**src/rtl/alu_arbiter_if.sv**
```systemverilog
// Requester-side bundle for the ALU arbiter: command handshake plus response handshake.
// Latency: none, wires only.
// Backpressure: req_ready/resp_ready carry flow control in both directions.
interface alu_arbiter_if #(
  parameter int WIDTH = 32
);
  logic             req_valid;
  logic             req_ready;
  logic [WIDTH-1:0] in1;
  logic [WIDTH-1:0] in2;
  logic [1:0]       op;
  logic             twoc;
  logic [2:0]       setflag;
  logic             lr;
  logic             arith;
  logic             resp_valid;
  logic             resp_ready;
  logic [WIDTH-1:0] result;
  logic             zero;

  // Requester side: issues commands, consumes responses.
  modport master (
    output req_valid, in1, in2, op, twoc, setflag, lr, arith, resp_ready,
    input  req_ready, resp_valid, result, zero
  );

  // Arbiter side: accepts commands, produces responses.
  modport slave (
    input  req_valid, in1, in2, op, twoc, setflag, lr, arith, resp_ready,
    output req_ready, resp_valid, result, zero
  );
endinterface

```
**src/rtl/alu_arbiter.sv**
```systemverilog
// Round-robin sharing of one combinational ALU between two requesters.
// Latency: accept in N, ALU evaluated in N+1, response valid in N+2; one command per 3 cycles max.
// Backpressure: req_ready only in IDLE; RESP holds result until the winner's resp_ready.
module alu_arbiter #(
  parameter int WIDTH = 32
) (
  input  logic             clk,
  input  logic             rst_n,
  alu_arbiter_if.slave     r0,
  alu_arbiter_if.slave     r1,
  output logic [WIDTH-1:0] alu_in1,
  output logic [WIDTH-1:0] alu_in2,
  output logic [1:0]       alu_op,
  output logic             alu_twoc,
  output logic [2:0]       alu_setflag,
  output logic             alu_lr,
  output logic             alu_arith,
  input  logic [WIDTH-1:0] alu_result,
  input  logic             alu_zero,
  output logic             busy,
  output logic             grant_id
);

  typedef enum logic [1:0] {IDLE = 2'd0, EXEC = 2'd1, RESP = 2'd2} state_t;

  typedef struct packed {
    logic [WIDTH-1:0] in1;
    logic [WIDTH-1:0] in2;
    logic [1:0]       op;
    logic             twoc;
    logic [2:0]       setflag;
    logic             lr;
    logic             arith;
  } cmd_t;

  state_t           state;
  state_t           nextState;
  logic             prio;
  logic             winner;
  logic             accept;
  logic             grantedRespReady;
  cmd_t             cmdReg;
  cmd_t             req0Cmd;
  cmd_t             req1Cmd;
  logic [WIDTH-1:0] resultReg;
  logic             zeroReg;

  assign req0Cmd = {r0.in1, r0.in2, r0.op, r0.twoc, r0.setflag, r0.lr, r0.arith};
  assign req1Cmd = {r1.in1, r1.in2, r1.op, r1.twoc, r1.setflag, r1.lr, r1.arith};

  assign grantedRespReady = grant_id ? r1.resp_ready : r0.resp_ready;

  // Pick a winner in IDLE (prio breaks ties) and sequence IDLE -> EXEC -> RESP.
  always_comb begin
    nextState = state;
    accept    = 1'b0;
    winner    = prio;
    case (state)
      IDLE: begin
        if (r0.req_valid && r1.req_valid) begin
          winner = prio;
          accept = 1'b1;
        end else if (r0.req_valid) begin
          winner = 1'b0;
          accept = 1'b1;
        end else if (r1.req_valid) begin
          winner = 1'b1;
          accept = 1'b1;
        end
        if (accept) begin
          nextState = EXEC;
        end
      end
      EXEC: nextState = RESP;
      RESP: begin
        if (grantedRespReady) begin
          nextState = IDLE;
        end
      end
      default: nextState = IDLE;
    endcase
  end

  // State register; reset drops any in-flight command.
  always_ff @(posedge clk or negedge rst_n) begin
    if (!rst_n) begin
      state <= IDLE;
    end else begin
      state <= nextState;
    end
  end

  // Command/result registers, grant tracking and round-robin pointer.
  always_ff @(posedge clk or negedge rst_n) begin
    if (!rst_n) begin
      cmdReg    <= '0;
      resultReg <= '0;
      zeroReg   <= 1'b0;
      grant_id  <= 1'b0;
      prio      <= 1'b0;
    end else begin
      if (state == IDLE && accept) begin
        cmdReg   <= winner ? req1Cmd : req0Cmd;
        grant_id <= winner;
      end
      if (state == EXEC) begin
        resultReg <= alu_result;
        zeroReg   <= alu_zero;
      end
      if (state == RESP && grantedRespReady) begin
        prio <= ~grant_id;
      end
    end
  end

  // ALU is always fed from the command register so requester inputs never glitch it.
  assign alu_in1     = cmdReg.in1;
  assign alu_in2     = cmdReg.in2;
  assign alu_op      = cmdReg.op;
  assign alu_twoc    = cmdReg.twoc;
  assign alu_setflag = cmdReg.setflag;
  assign alu_lr      = cmdReg.lr;
  assign alu_arith   = cmdReg.arith;

  assign r0.req_ready  = accept && !winner;
  assign r1.req_ready  = accept && winner;
  assign r0.resp_valid = (state == RESP) && !grant_id;
  assign r1.resp_valid = (state == RESP) && grant_id;
  assign r0.result     = resultReg;
  assign r1.result     = resultReg;
  assign r0.zero       = zeroReg;
  assign r1.zero       = zeroReg;

  assign busy = (state != IDLE);

endmodule
```
**src/flat_wrapper.sv**
```systemverilog
// flat-port wrapper written by rule: the top's interface ports become plain ports
module alu_arbiter_flat 
#(
  parameter int WIDTH = 32
)
  (clk, rst_n, alu_in1, alu_in2, alu_op, alu_twoc, alu_setflag, alu_lr, alu_arith, alu_result, alu_zero, busy, grant_id, r0_req_valid, r0_in1, r0_in2, r0_op, r0_twoc, r0_setflag, r0_lr, r0_arith, r0_resp_ready, r0_req_ready, r0_resp_valid, r0_result, r0_zero, r1_req_valid, r1_in1, r1_in2, r1_op, r1_twoc, r1_setflag, r1_lr, r1_arith, r1_resp_ready, r1_req_ready, r1_resp_valid, r1_result, r1_zero);
  alu_arbiter_if #(.WIDTH(WIDTH)) r0_i ();
  alu_arbiter_if #(.WIDTH(WIDTH)) r1_i ();
  input  logic clk;
  input  logic rst_n;
  output logic [WIDTH-1:0] alu_in1;
  output logic [WIDTH-1:0] alu_in2;
  output logic [1:0] alu_op;
  output logic alu_twoc;
  output logic [2:0] alu_setflag;
  output logic alu_lr;
  output logic alu_arith;
  input  logic [WIDTH-1:0] alu_result;
  input  logic alu_zero;
  output logic busy;
  output logic grant_id;
  input wire logic [$bits(r0_i.req_valid)-1:0] r0_req_valid;
  input wire logic [$bits(r0_i.in1)-1:0] r0_in1;
  input wire logic [$bits(r0_i.in2)-1:0] r0_in2;
  input wire logic [$bits(r0_i.op)-1:0] r0_op;
  input wire logic [$bits(r0_i.twoc)-1:0] r0_twoc;
  input wire logic [$bits(r0_i.setflag)-1:0] r0_setflag;
  input wire logic [$bits(r0_i.lr)-1:0] r0_lr;
  input wire logic [$bits(r0_i.arith)-1:0] r0_arith;
  input wire logic [$bits(r0_i.resp_ready)-1:0] r0_resp_ready;
  output wire logic [$bits(r0_i.req_ready)-1:0] r0_req_ready;
  output wire logic [$bits(r0_i.resp_valid)-1:0] r0_resp_valid;
  output wire logic [$bits(r0_i.result)-1:0] r0_result;
  output wire logic [$bits(r0_i.zero)-1:0] r0_zero;
  input wire logic [$bits(r1_i.req_valid)-1:0] r1_req_valid;
  input wire logic [$bits(r1_i.in1)-1:0] r1_in1;
  input wire logic [$bits(r1_i.in2)-1:0] r1_in2;
  input wire logic [$bits(r1_i.op)-1:0] r1_op;
  input wire logic [$bits(r1_i.twoc)-1:0] r1_twoc;
  input wire logic [$bits(r1_i.setflag)-1:0] r1_setflag;
  input wire logic [$bits(r1_i.lr)-1:0] r1_lr;
  input wire logic [$bits(r1_i.arith)-1:0] r1_arith;
  input wire logic [$bits(r1_i.resp_ready)-1:0] r1_resp_ready;
  output wire logic [$bits(r1_i.req_ready)-1:0] r1_req_ready;
  output wire logic [$bits(r1_i.resp_valid)-1:0] r1_resp_valid;
  output wire logic [$bits(r1_i.result)-1:0] r1_result;
  output wire logic [$bits(r1_i.zero)-1:0] r1_zero;
  assign r0_i.req_valid = r0_req_valid;
  assign r0_i.in1 = r0_in1;
  assign r0_i.in2 = r0_in2;
  assign r0_i.op = r0_op;
  assign r0_i.twoc = r0_twoc;
  assign r0_i.setflag = r0_setflag;
  assign r0_i.lr = r0_lr;
  assign r0_i.arith = r0_arith;
  assign r0_i.resp_ready = r0_resp_ready;
  assign r0_req_ready = r0_i.req_ready;
  assign r0_resp_valid = r0_i.resp_valid;
  assign r0_result = r0_i.result;
  assign r0_zero = r0_i.zero;
  assign r1_i.req_valid = r1_req_valid;
  assign r1_i.in1 = r1_in1;
  assign r1_i.in2 = r1_in2;
  assign r1_i.op = r1_op;
  assign r1_i.twoc = r1_twoc;
  assign r1_i.setflag = r1_setflag;
  assign r1_i.lr = r1_lr;
  assign r1_i.arith = r1_arith;
  assign r1_i.resp_ready = r1_resp_ready;
  assign r1_req_ready = r1_i.req_ready;
  assign r1_resp_valid = r1_i.resp_valid;
  assign r1_result = r1_i.result;
  assign r1_zero = r1_i.zero;
  alu_arbiter #(.WIDTH(WIDTH)) u_core (.clk(clk), .rst_n(rst_n), .r0(r0_i), .r1(r1_i), .alu_in1(alu_in1), .alu_in2(alu_in2), .alu_op(alu_op), .alu_twoc(alu_twoc), .alu_setflag(alu_setflag), .alu_lr(alu_lr), .alu_arith(alu_arith), .alu_result(alu_result), .alu_zero(alu_zero), .busy(busy), .grant_id(grant_id));
endmodule
```
**config.mk**
```make
export PLATFORM = sky130hd
export DESIGN_NAME = alu_arbiter_flat
export DESIGN_NICKNAME = d
export VERILOG_FILES = /design/src/rtl/alu_arbiter_if.sv /design/src/rtl/alu_arbiter.sv /design/src/flat_wrapper.sv
export SDC_FILE = /design/constraint.sdc
export NUM_CORES = 1
export LEC_CHECK = 0
export CAP_MARGIN = 20
export CORE_ASPECT_RATIO = 1.1
export CORE_MARGIN = 10
export CORE_UTILIZATION = 36
export CTS_CLUSTER_DIAMETER = 30
export CTS_CLUSTER_SIZE = 14
export DETAILED_ROUTE_END_ITERATION = 10
export PLACE_DENSITY = 0.8
export SLEW_MARGIN = 25
export SYNTH_ARGS = -nofsm -noshare
export SYNTH_HDL_FRONTEND = slang
export SYNTH_SLANG_ARGS = --single-unit
```
**constraint.sdc**
```tcl
create_clock -name clk -period 1.7 [get_ports clk]
set_input_delay 0.255 -clock clk [delete_from_list [all_inputs] [get_ports clk]]
set_output_delay 0.255 -clock clk [all_outputs]
set_load 0.01 [all_outputs]
```
==> results.md <==
* Critical-path maximum fanout at 4
* Setup-failing EPs final at 0
* Placed Instance Area at 8180 um2
* Leak at 0.003469 uW
* Least-Margin Pin Slew at 0.4307 ns
* Avg Cell Area, Syn at between 10 and 15 um2
* Layout Nets at 846
* Routed met3 length at 1669 um
* Layout Cells excl Fill at 856
* Largest net degree at the start of global routing at 47
* Final RePlAce weighted congestion at 0.7712
* CTS Buf Count at 9
* Worst Reg-to-Reg Cells at 4
* Core area at 13680 um2
* Max_cap viols at 0
* Number of register bits inferred by synthesis at 109
* Commonest non-fill, non-tap cell in the layout: clkdlybuf4s50_1
* Worst vdd ir at 1.038 mV
* Die Footprint at 18930 um2
* H-tree depth at 3
* Clk buf depth at 2
* Number of instances in the placed design at ~840
* Max Slew Vio Count at 0
* Mapped Area at 4975 um2
* Layout cell share with drive strength beyond 1 at 0.1108
* Crit path DAT at 1.38 ns
* Die width at 132.1 um
* Design area at approximately 8500 um2
* RR Startpoint: u_core.prio
* Seq/Total Area, Yosys at 0.5483
* WL met2 at 9793 um
* Initial DRC Count at 277
* Fin Clk Skew at 0.006278 ns
* Vias per cell at 5.206
* Uppermost layer routed: met4
* Number of remaining DRC errors at 0
* WL final at ~20000 um
* Post-Syn Nets at 560
* Power, Total at 15620 uW
* Global-route wire length before repair at 29330 um
* Total gr overflow at 0
* Clk root buf: clkbuf_16
* I/O Buffers at 326
* Clk Latency, worst-skew pair at 0.33 ns
* Min Tclk post-route at 1.634 ns
* Final hold violation count at 0
* Hold Crit Class: in2async
* Worst setup SP type: register
* Critical path class: reg2out
* 1st-pass router iterations at 4
* Layout Area Growth over Synthesis at 71.15%
* Commonest non-fill, non-tap cells in the layout: clkdlybuf4s50_1, dfrtp_1, o21a_1, a221o_1, mux2_2
* HPWL reported at the end of detailed placement at approximately 15000 um
* Height of the die at 143.3 um
* Rows at 45
* Antenna viol nets, final at 0
* Filler cells at 1095
* Slew HR at 0.7129
* Fmax at approximately 600 MHz
* Fin crit share at 0.9612
* Initial Util at 0.3636
* Distinct cells, synth at 19
* Global Route Usage Sum at 0.1950
* Met1 WL at 7366 um
* Vias after detailed routing at 4456
* Cells after synthesis at about 380
* Post-DR wirelength/cell at 22.78 um
* Vias in the first global route at 4961
* CP startpoint: u_core.prio
* TritonCTS clock tree: built
* Critical path capture point type: output pin
* Clock transition at path regs at 0.07 ns
* ANT cells at 0
* Synth Warn # at 0
* RSZ-0062 raised after global routing: false
* Worst path required time at 1.44 ns
* I/O pin cnt at 327
* R2r endpoint: u_core.alu_in1[17]
* Initial antenna violation count at 0
* Clock Sinks at 109
* PD cells at ~1800 nW/um2
* Status: completed
* R2R setup slack at 0.14 ns
[cell type report]
cell class	count	area, um2	area share
Clock buffer	12	246.5	0.02895
Clock inverter	4	47.55	0.005584
Inverter	3	13.76	0.001616
Multi-Input combinational cell	196	1754	0.2060
Sequential cell	109	2729	0.3205
Tap cell	188	235.2	0.02763
Timing Repair Buffer	344	3488	0.4097
[logic make-up (layout without fill, tap and decap cells)]
family,count (synthesis),in the layout,synth area share
buffers and inverters,72,363,0.1034
and+or+nand+nor,13,13,0.01383
muxes,33,33,0.07470
DFF,109,109,0.5483
AOI/OAI and AO/OA,150,150,0.2598
[critical path, stage by stage (launching register included)]
cell and delay (ns):
dfrtp_1 0.42, nand2b_1 0.18, and3_4 0.21, clkdlybuf4s15_2 0.23
[cell usage after synthesis, drive strengths merged]
cell      n  area share
inv       3      0.0023
a221o    72        0.14
mux2     33       0.075
buf      64       0.097
dfrtp   109        0.55
o21ai     4      0.0040
a21oi     1      0.0010
a31oi     1      0.0013
clkbuf    5      0.0038
o21a     72        0.11
nand2     1     0.00075
and3      3      0.0038
nand2b    4      0.0050
nor2      5      0.0043
[stage by stage]
stage | setup slack, ns | util | hold slack [ns] | setup TNS [ns]
after floorplan | 0.3058 | - | -0.04059 | 0
after global placement | -0.2144 | 0.5979 | 0.2032 | -9.183
after detailed placement | -0.1955 | 0.5979 | 0.2069 | -10.22
after CTS | -0.0006621 | 0.6210 | 0.3785 | -0.0006621
after global routing | 0.01544 | 0.6223 | 0.4466 | 0
final | 0.06599 | 0.6223 | 0.4099 | 0
[sequential cells by signal, indices dropped and copies added (netlist names), 2 cells and up]
register	flops
u_core.r0.result	32
u_core.alu_op	2
u_core.state	2
u_core.alu_in2	32
u_core.alu_in1	32
u_core.alu_setflag	3
[where the power goes]
| part | internal, uW | switching [uW] | total, uW |
|---|---|---|---|
| clock | 1180 | 912 | 2090 |
| sequential | 3900 | 893 | 4790 |
| combinational | 5200 | 3550 | 8740 |
| total | 10300 | 5350 | 15600 |
[how the worst max path moves through the flow]
stage,end,slack [ns],cells past startpoint
after global placement,r1_req_ready,-0.21,4
after global routing,r1_req_ready,0.02,3
final,r1_req_ready,0.07,3
after detailed placement,r1_req_ready,-0.20,4
after CTS,busy,-0.0007,4
after floorplan,u_core.alu_in1[0],0.31,5
[per-layer routing]
layer,global-route usage,vias to the layer above
met3,0.07577,39
met4,0.07206,0
met5,0,-
met1,0.2150,2201
met2,0.3354,232
li1,-,1984
[repair_timing]
action                     CTS  global route
hold endpoints to repair    25             0
hold buffers                 1             0
pin swaps                    0             1
setup buffers                1             1
resized for setup           11             4
setup endpoints to repair    5            12
No activity file was read; power rests on OpenSTA's default activity.
